<file path="src/rtl/alu_pkg.sv">
// rtl/alu_pkg.sv - shared opcode encoding, default timing and sequencer state types for the ALU issue stage
package alu_pkg;

    localparam int ALU_DATA_W  = 8;
    localparam int ALU_LAT     = 1;
    localparam int ALU_MUL_LAT = 2;

    typedef enum logic [3:0] {
        ALU_ADD  = 4'd0,
        ALU_SUB  = 4'd1,
        ALU_MUL  = 4'd2,
        ALU_DIV  = 4'd3,
        ALU_LSL  = 4'd4,
        ALU_LSR  = 4'd5,
        ALU_ROL  = 4'd6,
        ALU_ROR  = 4'd7,
        ALU_AND  = 4'd8,
        ALU_OR   = 4'd9,
        ALU_XOR  = 4'd10,
        ALU_NOR  = 4'd11,
        ALU_NAND = 4'd12,
        ALU_XNOR = 4'd13,
        ALU_GT   = 4'd14,
        ALU_EQ   = 4'd15
    } alu_op_e;

    typedef enum logic [1:0] {
        ST_IDLE  = 2'd0,
        ST_ISSUE = 2'd1,
        ST_WAIT  = 2'd2,
        ST_HOLD  = 2'd3
    } seq_state_e;

    function automatic int unsigned op_latency(
        input alu_op_e     op,
        input int unsigned lat     = ALU_LAT,
        input int unsigned mul_lat = ALU_MUL_LAT
    );
        return (op == ALU_MUL) ? mul_lat : lat;
    endfunction

endpackage

</file>
<file path="src/rtl/alu_cmd_fifo.sv">
// rtl/alu_cmd_fifo.sv - synchronous show-ahead command FIFO with full/empty flags
module alu_cmd_fifo #(
    parameter int W     = 20,
    parameter int DEPTH = 4
) (
    input  logic         clk,
    input  logic         rst,
    input  logic         push_i,
    input  logic [W-1:0] wdata_i,
    input  logic         pop_i,
    output logic [W-1:0] rdata_o,
    output logic         full_o,
    output logic         empty_o
);

    localparam int AW = $clog2(DEPTH);
    localparam int CW = AW + 1;

    logic [W-1:0]  mem_q [DEPTH];
    logic [AW-1:0] wr_ptr_q;
    logic [AW-1:0] rd_ptr_q;
    logic [CW-1:0] count_q;
    logic          do_push;
    logic          do_pop;

    assign full_o  = (count_q == CW'(DEPTH));
    assign empty_o = (count_q == '0);
    assign do_push = push_i && !full_o;
    assign do_pop  = pop_i && !empty_o;
    assign rdata_o = mem_q[rd_ptr_q];

    always_ff @(posedge clk) begin
        if (do_push) begin
            mem_q[wr_ptr_q] <= wdata_i;
        end
    end

    // Pointers wrap naturally because DEPTH is a power of two.
    always_ff @(posedge clk) begin
        if (rst) begin
            wr_ptr_q <= '0;
            rd_ptr_q <= '0;
            count_q  <= '0;
        end else begin
            if (do_push) begin
                wr_ptr_q <= wr_ptr_q + AW'(1);
            end
            if (do_pop) begin
                rd_ptr_q <= rd_ptr_q + AW'(1);
            end
            case ({do_push, do_pop})
                2'b10:   count_q <= count_q + CW'(1);
                2'b01:   count_q <= count_q - CW'(1);
                default: count_q <= count_q;
            endcase
        end
    end

endmodule

</file>
<file path="src/rtl/alu_cmd_sequencer.sv">
// rtl/alu_cmd_sequencer.sv - queues ALU commands, issues them one at a time and returns results in order
module alu_cmd_sequencer
    import alu_pkg::*;
#(
    parameter int DATA_W  = ALU_DATA_W,
    parameter int DEPTH   = 4,
    parameter int LAT     = ALU_LAT,
    parameter int MUL_LAT = ALU_MUL_LAT
) (
    input  logic              clk,
    input  logic              rst,
    input  logic              Cmd_Valid,
    output logic              Cmd_Ready,
    input  logic [DATA_W-1:0] Cmd_A,
    input  logic [DATA_W-1:0] Cmd_B,
    input  logic [3:0]        Cmd_Sel,
    output logic [DATA_W-1:0] A,
    output logic [DATA_W-1:0] B,
    output logic [3:0]        ALU_Sel,
    input  logic [DATA_W-1:0] ALU_Out,
    input  logic              CarryOut,
    output logic              Res_Valid,
    input  logic              Res_Ready,
    output logic [DATA_W-1:0] Res_Data,
    output logic              Res_Carry,
    output logic [3:0]        Res_Sel,
    output logic              Res_Err,
    output logic              Busy
);

    localparam int FW    = 2 * DATA_W + 4;
    localparam int CNT_W = $clog2(MUL_LAT) + 1;

    logic [FW-1:0]     head;
    logic              fifo_full;
    logic              fifo_empty;
    logic              fifo_pop;

    seq_state_e        state_q;
    logic [DATA_W-1:0] a_q;
    logic [DATA_W-1:0] b_q;
    alu_op_e           sel_q;
    logic [CNT_W-1:0]  cnt_q;
    logic              res_valid_q;
    logic [DATA_W-1:0] res_data_q;
    logic              res_carry_q;
    alu_op_e           res_sel_q;
    logic              res_err_q;

    assign fifo_pop = (state_q == ST_IDLE) && !fifo_empty;

    alu_cmd_fifo #(
        .W     (FW),
        .DEPTH (DEPTH)
    ) u_fifo (
        .clk     (clk),
        .rst     (rst),
        .push_i  (Cmd_Valid),
        .wdata_i ({Cmd_Sel, Cmd_A, Cmd_B}),
        .pop_i   (fifo_pop),
        .rdata_o (head),
        .full_o  (fifo_full),
        .empty_o (fifo_empty)
    );

    always_ff @(posedge clk) begin
        if (rst) begin
            state_q     <= ST_IDLE;
            a_q         <= '0;
            b_q         <= '0;
            sel_q       <= ALU_ADD;
            cnt_q       <= '0;
            res_valid_q <= 1'b0;
            res_data_q  <= '0;
            res_carry_q <= 1'b0;
            res_sel_q   <= ALU_ADD;
            res_err_q   <= 1'b0;
        end else begin
            case (state_q)
                ST_IDLE: begin
                    if (!fifo_empty) begin
                        sel_q   <= alu_op_e'(head[FW-1 -: 4]);
                        a_q     <= head[2*DATA_W-1 -: DATA_W];
                        b_q     <= head[DATA_W-1:0];
                        state_q <= ST_ISSUE;
                    end
                end
                ST_ISSUE: begin
                    // Divide by zero is answered locally; the ALU output is never looked at.
                    if (sel_q == ALU_DIV && b_q == '0) begin
                        res_data_q  <= '1;
                        res_carry_q <= 1'b0;
                        res_err_q   <= 1'b1;
                        res_sel_q   <= sel_q;
                        res_valid_q <= 1'b1;
                        state_q     <= ST_HOLD;
                    end else begin
                        cnt_q   <= CNT_W'(op_latency(sel_q, LAT, MUL_LAT) - 1);
                        state_q <= ST_WAIT;
                    end
                end
                ST_WAIT: begin
                    if (cnt_q == '0) begin
                        res_data_q  <= ALU_Out;
                        res_carry_q <= (sel_q == ALU_ADD) ? CarryOut : 1'b0;
                        res_err_q   <= 1'b0;
                        res_sel_q   <= sel_q;
                        res_valid_q <= 1'b1;
                        state_q     <= ST_HOLD;
                    end else begin
                        cnt_q <= cnt_q - CNT_W'(1);
                    end
                end
                ST_HOLD: begin
                    if (Res_Ready) begin
                        res_valid_q <= 1'b0;
                        state_q     <= ST_IDLE;
                    end
                end
                default: state_q <= ST_IDLE;
            endcase
        end
    end

    assign Cmd_Ready = !fifo_full;
    assign A         = a_q;
    assign B         = b_q;
    assign ALU_Sel   = sel_q;
    assign Res_Valid = res_valid_q;
    assign Res_Data  = res_data_q;
    assign Res_Carry = res_carry_q;
    assign Res_Sel   = res_sel_q;
    assign Res_Err   = res_err_q;
    assign Busy      = !fifo_empty || (state_q != ST_IDLE);

endmodule

</file>
<file path="config.mk">
export PLATFORM = sky130hd
export DESIGN_NAME = alu_cmd_sequencer
export DESIGN_NICKNAME = d
export VERILOG_FILES = /design/src/rtl/alu_pkg.sv /design/src/rtl/alu_cmd_fifo.sv /design/src/rtl/alu_cmd_sequencer.sv
export SDC_FILE = /design/constraint.sdc
export NUM_CORES = 1
export LEC_CHECK = 0
export CAP_MARGIN = 20
export CORE_UTILIZATION = 45
export CTS_CLUSTER_DIAMETER = 30
export DETAILED_ROUTE_END_ITERATION = 16
export PLACE_DENSITY = 0.75
export SYNTH_ARGS = -nofsm -noshare
export SYNTH_HDL_FRONTEND = slang
export SYNTH_HIERARCHICAL = 1
export SYNTH_SLANG_ARGS = --single-unit
export TNS_END_PERCENT = 30
</file>
<file path="constraint.sdc">
create_clock -name clk -period 2.7 [get_ports clk]
set_input_delay 0.81 -clock clk [delete_from_list [all_inputs] [get_ports clk]]
set_output_delay 0.81 -clock clk [all_outputs]
set_load 0.01 [all_outputs]
</file>
==> run_results.csv <==
group,metric,value,unit
status,status,"finished, final reports clean",
finish,fillers,821,
placement,place_hpwl,6.28,mm
power,seqPwrFrac,37.9,%
clock_network,cts_hold_buf,0,
synth,yosysSeqAreaShare,66.8,%
floorplan,die_x,108,microns
job,max-cap-violations,0,
worst_setup_path,timing.rr.start,"state_q[0]",
power,p_int,4.86,mW
detailed_routing,dr.pass1.iters,5,
placement,gp_congestion,0.783,
finish,nets,482,
clock_network,cts_sinks,128,
synth,synth_edf_count,80,
timing,rsz0062_at_grt,"no",
worst_setup_path,r2r-end,"u_fifo/count_q[2]",
detailed_routing,drt_iter0_drc,219,
worst_setup_path,critPathMaxFanout,5,
finish,drive_gt1_share,16.4,%
timing,skew,0.00882,ns
clock_network,clkTransAtPathRegs,0.06,ns
synth,muxShareOfSynthArea,9.54,%
timing,timing.setup.tns,0,ns
global_route,grt_usage,19.6,%
power,p_sw,2.29,mW
timing,max_freq,396,MHz
synth,yosysUniqueCellTypes,41,
hold_path,hp-class,"flop to flop",
placement,preCtsSetupSlack,-0.0169,ns
worst_setup_path,critical_path_required,1.89,ns
floorplan,die-area,0.0116,sq mm
synth,async_flop_share,0,%
clock_network,clk_path_buf_depth,2,
timing,final.setup.worst_slack,0.174,ns
floorplan,pin_count,70,
clock_network,insertion_delay,0.50,ns
power,power_density,1100,mW/mm^2
synth,synth_top_flop_cell,"edfxtp_1",
clock_network,cts_tree,"built",
power,p_leak,2.25,nW
synth,synthAdderAreaFrac,2.63,%
timing,min_period,2.53,ns
floorplan,num_rows,38,
timing,holdWs,0.462,ns
worst_setup_path,rrSetupSlack,0.34,ns
global_route,grt_max_degree,40,
worst_setup_path,critPathCaptureType,"output port",
hold_path,whs_endpoint,"A[6]",
clock_network,clockRootBuffer,"clkbuf_8",
global_route,grt_pass1_wl,16.8,mm
power,pwr-share-clk,30.6,%
worst_setup_path,arrival,1.72,ns
detailed_routing,wire_per_inst,17.5,microns
timing,hold_violations,0,
floorplan,core,0.0109,sq mm
synth,syn_area,0.00504,sq mm
clock_network,cts.htree.levels,4,
detailed_routing,detail-route-antenna-nets,0,
floorplan,die_y,108,microns
placement,port_buffers,69,
floorplan,initial_core_util,46.3,%
synth,synth_compound_area_share,8.55,%
detailed_routing,vias_per_cell,5.38,
finish,layout_common_cells,"80 x edfxtp_1, 67 x clkdlybuf4s50_1, 48 x dfxtp_1",
timing,slew_viol_final,0,
power,peakVddDrop,0.000653,V
power,combPwrFrac,31.5,%
synth,avgSynthCellArea,14.1,sq um
synth,synth_seq_cells,128,
synth,ys_warn_count,6,
detailed_routing,drcViolationCount,0,
finish,mostFrequentLayoutCell,"edfxtp_1",
hold_path,hp-start,"A[6]",
clock_network,numCtsBuffers,17,
finish,areaGrowthSynthToFinish,29.5,%
detailed_routing,routed_wirelength,10.4,mm
synth,synth_top_family_by_area,"multiplexers",
worst_setup_path,setup.worst_path.class,"flop to output port",
synth,synth_xor_area_share,0.522,%
power,switching_share,32.1,%
global_route,antenna_found_initial,0,
worst_setup_path,reg2reg_depth,12,
timing,finalSetupViolCount,0,
timing,period_share,93.6,%
synth,synth-simple-area-share,8.89,%
power,total_power,7.15,mW
worst_setup_path,startpoint_type,"flop",
global_route,grt_overflow,0,
hold_path,whs_path_depth,2,
global_route,grt_pass1_vias,3292,
timing,maxSlewHeadroom,50.6,%
detailed_routing,vias,3185,
placement,placed_area,0.00595,sq mm
finish,finalInstanceArea,0.00652,sq mm
timing,tightest_slew,0.742,ns
finish,diodes,0,
synth,synth_nets,400,
synth,netlist_instances,357,
flip-flops by register name, indices dropped and copies added (netlist names), 2 cells and up, named ones only:
| name | count |
|---|---|
| u_fifo/mem_q | 80 |
| A | 8 |
| B | 8 |
| Res_Data | 8 |
| ALU_Sel | 4 |
| Res_Sel | 4 |
| u_fifo/count_q | 3 |
| cnt_q | 2 |
| state_q | 2 |
| u_fifo/rd_ptr_q | 2 |
| u_fifo/wr_ptr_q | 2 |
how the worst max path moves through the flow:
stage | from | to
after floorplan | state_q[0] | u_fifo/count_q[2]
after global placement | Cmd_Valid | u_fifo/count_q[2]
after global routing | u_fifo/count_q[2] | Cmd_Ready
after CTS | u_fifo/count_q[2] | Cmd_Ready
final | u_fifo/count_q[2] | Cmd_Ready
after detailed placement | Cmd_Valid | u_fifo/count_q[2]
cells by family (layout without fill, tap and decap cells):
kind of cell | Yosys count | in the layout
AO/OA/AOI/OAI | 68 | 68
flip-flops | 128 | 128
adder cells (fa/ha/maj) | 10 | 10
multiplexers | 23 | 23
XOR/XNOR | 3 | 3
buffers and inverters | 38 | 133
AND/OR/NAND/NOR | 87 | 87
critical path, cell delays in order, from the launching register on:
cell             delay, ns
dfxtp_1               0.41
nor3b_2               0.27
inv_1                 0.06
clkdlybuf4s50_1       0.47
final cells by class:
cell class | count | area [sq um] | area share, %
repair buffers | 80 | 817 | 12.5
well taps | 140 | 175 | 2.69
clock inverters | 15 | 158 | 2.42
multi-input cells | 191 | 1520 | 23.3
inverters | 21 | 78.8 | 1.21
flip-flops and latches | 128 | 3360 | 51.6
clock buffers | 17 | 414 | 6.35
stage by stage:
step | instances | util [%]
finish | 592 | 59.9
global route | 592 | 59.9
CTS | 592 | 59.9
detailed placement | 560 | 54.7
global placement | 560 | 54.7
floorplan | 357 | -
cells in the mapped netlist, types with 2 or more instances:
library cell	count	share of area, %
mux2i_1	3	0.60
buf_1	3	0.22
buf_4	2	0.30
xor2_1	3	0.52
and2_1	4	0.50
ha_1	9	2.2
nand2_1	45	3.4
nor3b_2	2	0.50
a311oi_1	8	1.4
a21oi_1	39	3.9
nand3_1	5	0.50
nor2_1	11	0.82
dfxtp_1	48	19
o21a_1	3	0.45
clkbuf_1	8	0.60
buf_2	4	0.40
a221oi_1	2	0.35
mux4_2	20	8.9
inv_1	21	1.6
nand2b_1	6	0.75
or3_1	4	0.50
edfxtp_1	80	48
o21ai_0	9	0.89
repair_timing:
| action | 4_1_cts | 5_1_grt |
|---|---|---|
| gates resized for setup | 1 | 0 |
| buffers inserted | 0 | 0 |
| setup endpoints to repair | 1 | 0 |
power groups by stage:
| stage | sequential [mW] | clock (mW) | combinational (mW) |
|---|---|---|---|
| 2_1_floorplan | 2.79 | 0 | 1.30 |
| 6_report | 2.71 | 2.19 | 2.25 |
| 3_3_place_gp | 2.72 | 0 | 2.23 |
| 3_5_place_dp | 2.74 | 0 | 2.28 |
| 5_1_grt | 2.75 | 2.32 | 2.48 |
| 4_1_cts | 2.71 | 2.22 | 2.29 |
per-layer routing:
metal	vias up	track usage, %	part of all wire (%)
li1	1492	-	-
met1	1586	22.9	40
met2	102	35.0	54
met3	5	3.93	5.5
met4	0	8.02	0.46
met5	-	0	0
No activity file was read; power rests on OpenSTA's default activity.
==> variant: new RTL, config.mk and constraints unchanged <==
`DEPTH` is set to 4 in 2 places; all go to 2.
--- a/src/rtl/alu_cmd_fifo.sv
+++ b/src/rtl/alu_cmd_fifo.sv
@@ -3,3 +3,3 @@
     parameter int W     = 20,
-    parameter int DEPTH = 4
+    parameter int DEPTH = 2
 ) (
--- a/src/rtl/alu_cmd_sequencer.sv
+++ b/src/rtl/alu_cmd_sequencer.sv
@@ -5,3 +5,3 @@
     parameter int DATA_W  = ALU_DATA_W,
-    parameter int DEPTH   = 4,
+    parameter int DEPTH   = 2,
     parameter int LAT     = ALU_LAT,
Formal check against the unedited RTL: not equivalent (a bounded check fails within 4 cycles, from zero or initial values and one cycle with rst high).
==> variant against the unedited design <==
Non-clock buffer count shrank 3; clock power shrank 55%; final area shrank 33%; highest routed layer unchanged; area after synthesis shrank 34%; sequential cell count shrank 44; sequential share of layout area shrank 4.1 points; setup slack gained 0.022 ns; wire length shrank 33%; critical path depth grew 1; power shrank 35%.
==> variant: results (changes against the unedited design) <==
stage	metric	value	unit	change
pwr	seqPwrFrac	40.2	%	+2.3 points
logic_synthesis	syn-num-nets	325		-19%
global_route	grt_use_met3	3.96	%	+0.024 points
global_route	grt_pass1_vias	2180		-34%
timing	worst_pin_slew	0.984	ns	+0.242 ns
global_route	grt.total_usage	18.8	%	-0.75 points
logic_synthesis	ys_seq_area_share	62.4	%	-4.3 points
layout	largest_reg_flops	40		-50%
logic_synthesis	ys.flop_type	dfxtp_1		
pwr	p_sw	1.61	mW	-30%
pwr	p_leak	1.56	nW	-31%
cts	cts_buffer_depth	2		unchanged
routing	vias_per_cell	5.16		-4.1%
worst_hold_path	min_from	A[1]$_SDFFE_PP0P_		
logic_synthesis	synth_xor_xnor_area_share	0.788	%	+0.27 points
global_route	grt_max_degree	30		-25%
worst_hold_path	hold_end	A[1]$_SDFFE_PP0P_		
setup_path	cpPeakStageDelay	0.54	ns	+0.07 ns
pwr	ir_drop	0.444	mV	-32%
cts	path_clk_slew	0.08	ns	+0.02 ns
setup_path	r2r_end	u_fifo/count_q[1]$_SDFFE_PP0P_		
routing	met2_length	3.37	mm	-40%
global_route	grt.met2_usage	30.0	%	-5.0 points
logic_synthesis	synthAdderAreaFrac	1.88	%	-0.76 points
setup_path	reg2reg_depth	8		-4
layout	fill_cells	599		-27%
cts	numCtsBuffers	9		-8
global_route	use_met1	24.5	%	+1.6 points
cts	clk-insertion-delay-late	0.35	ns	-0.15 ns
logic_synthesis	synth_cell_type_count	40		-2.4%
setup_path	cp_max_fo	5		unchanged
routing	wl_met1	3.04	mm	-27%
cts	cts_resized	0		-1
pwr	total_power	4.66	mW	-35%
logic_synthesis	synthMuxAreaShare	7.35	%	-2.2 points
setup_path	crit_path_end	Busy		
setup_path	critical_path_arrival	1.69	ns	-0.03 ns
logic_synthesis	synth_compound_area_share	12.3	%	+3.8 points
place	place_hpwl	4.70	mm	-25%
logic_synthesis	yosys-top-cells-count	nand2_1 (45), dfxtp_1 (44), edfxtp_1 (40)		
place	port_buffers	69		unchanged
logic_synthesis	synth-edff-count	40		-50%
routing	dr.pass1.iters	4		-1
layout	regMostFlops	u_fifo/mem_q		
outcome	outcome	completed		
timing	fin_skew	0.0102	ns	+0.00137 ns
setup_path	r2r_setup_slack	0.75	ns	+0.41 ns
global_route	grt_pass1_wl	10.7	mm	-36%
worst_hold_path	hold_class	flip-flop to flip-flop		
routing	wire_per_inst	14.9	um	-15%
logic_synthesis	synthTopCellsByArea	edfxtp_1 (36%), dfxtp_1 (26%), mux2_2 (6.8%)		
layout	drive_above_1_share	14.8	%	-1.6 points
variant: cell types whose count changed after synthesis, sizes merged, moves of 4 or more:
cell and change:
and2 -4, dfxtp -4, edfxtp -40, ha -4, inv -5, mux2 +20, mux4 -20
variant: through the flow:
| stage | std cells | util, % | cell area [sq um] | worst slack (ns) | hold slack, ns |
|---|---|---|---|---|---|
| 3_3_place_gp | 449 | 57.6 | 4160 | 0.403 | 0.444 |
| 2_1_floorplan | 287 | - | 3330 | 0.696 | 0.436 |
| 4_1_cts | 465 | 60.8 | 4390 | 0.188 | 0.459 |
| 3_5_place_dp | 449 | 57.6 | 4160 | 0.397 | 0.447 |
| 6_report | 465 | 60.8 | 4390 | 0.196 | 0.455 |
| 5_1_grt | 465 | 60.8 | 4390 | 0.107 | 0.494 |
variant: layout make-up:
class,count,area [sq um],share of cell area [%]
sequential,84,2080,47.5
multi-input combinational,173,1130,25.8
timing repair buffer,77,758,17.3
clock buffer,11,141,3.22
tap,99,124,2.82
clock inverter,5,86.3,1.97
inverter,16,60.1,1.37
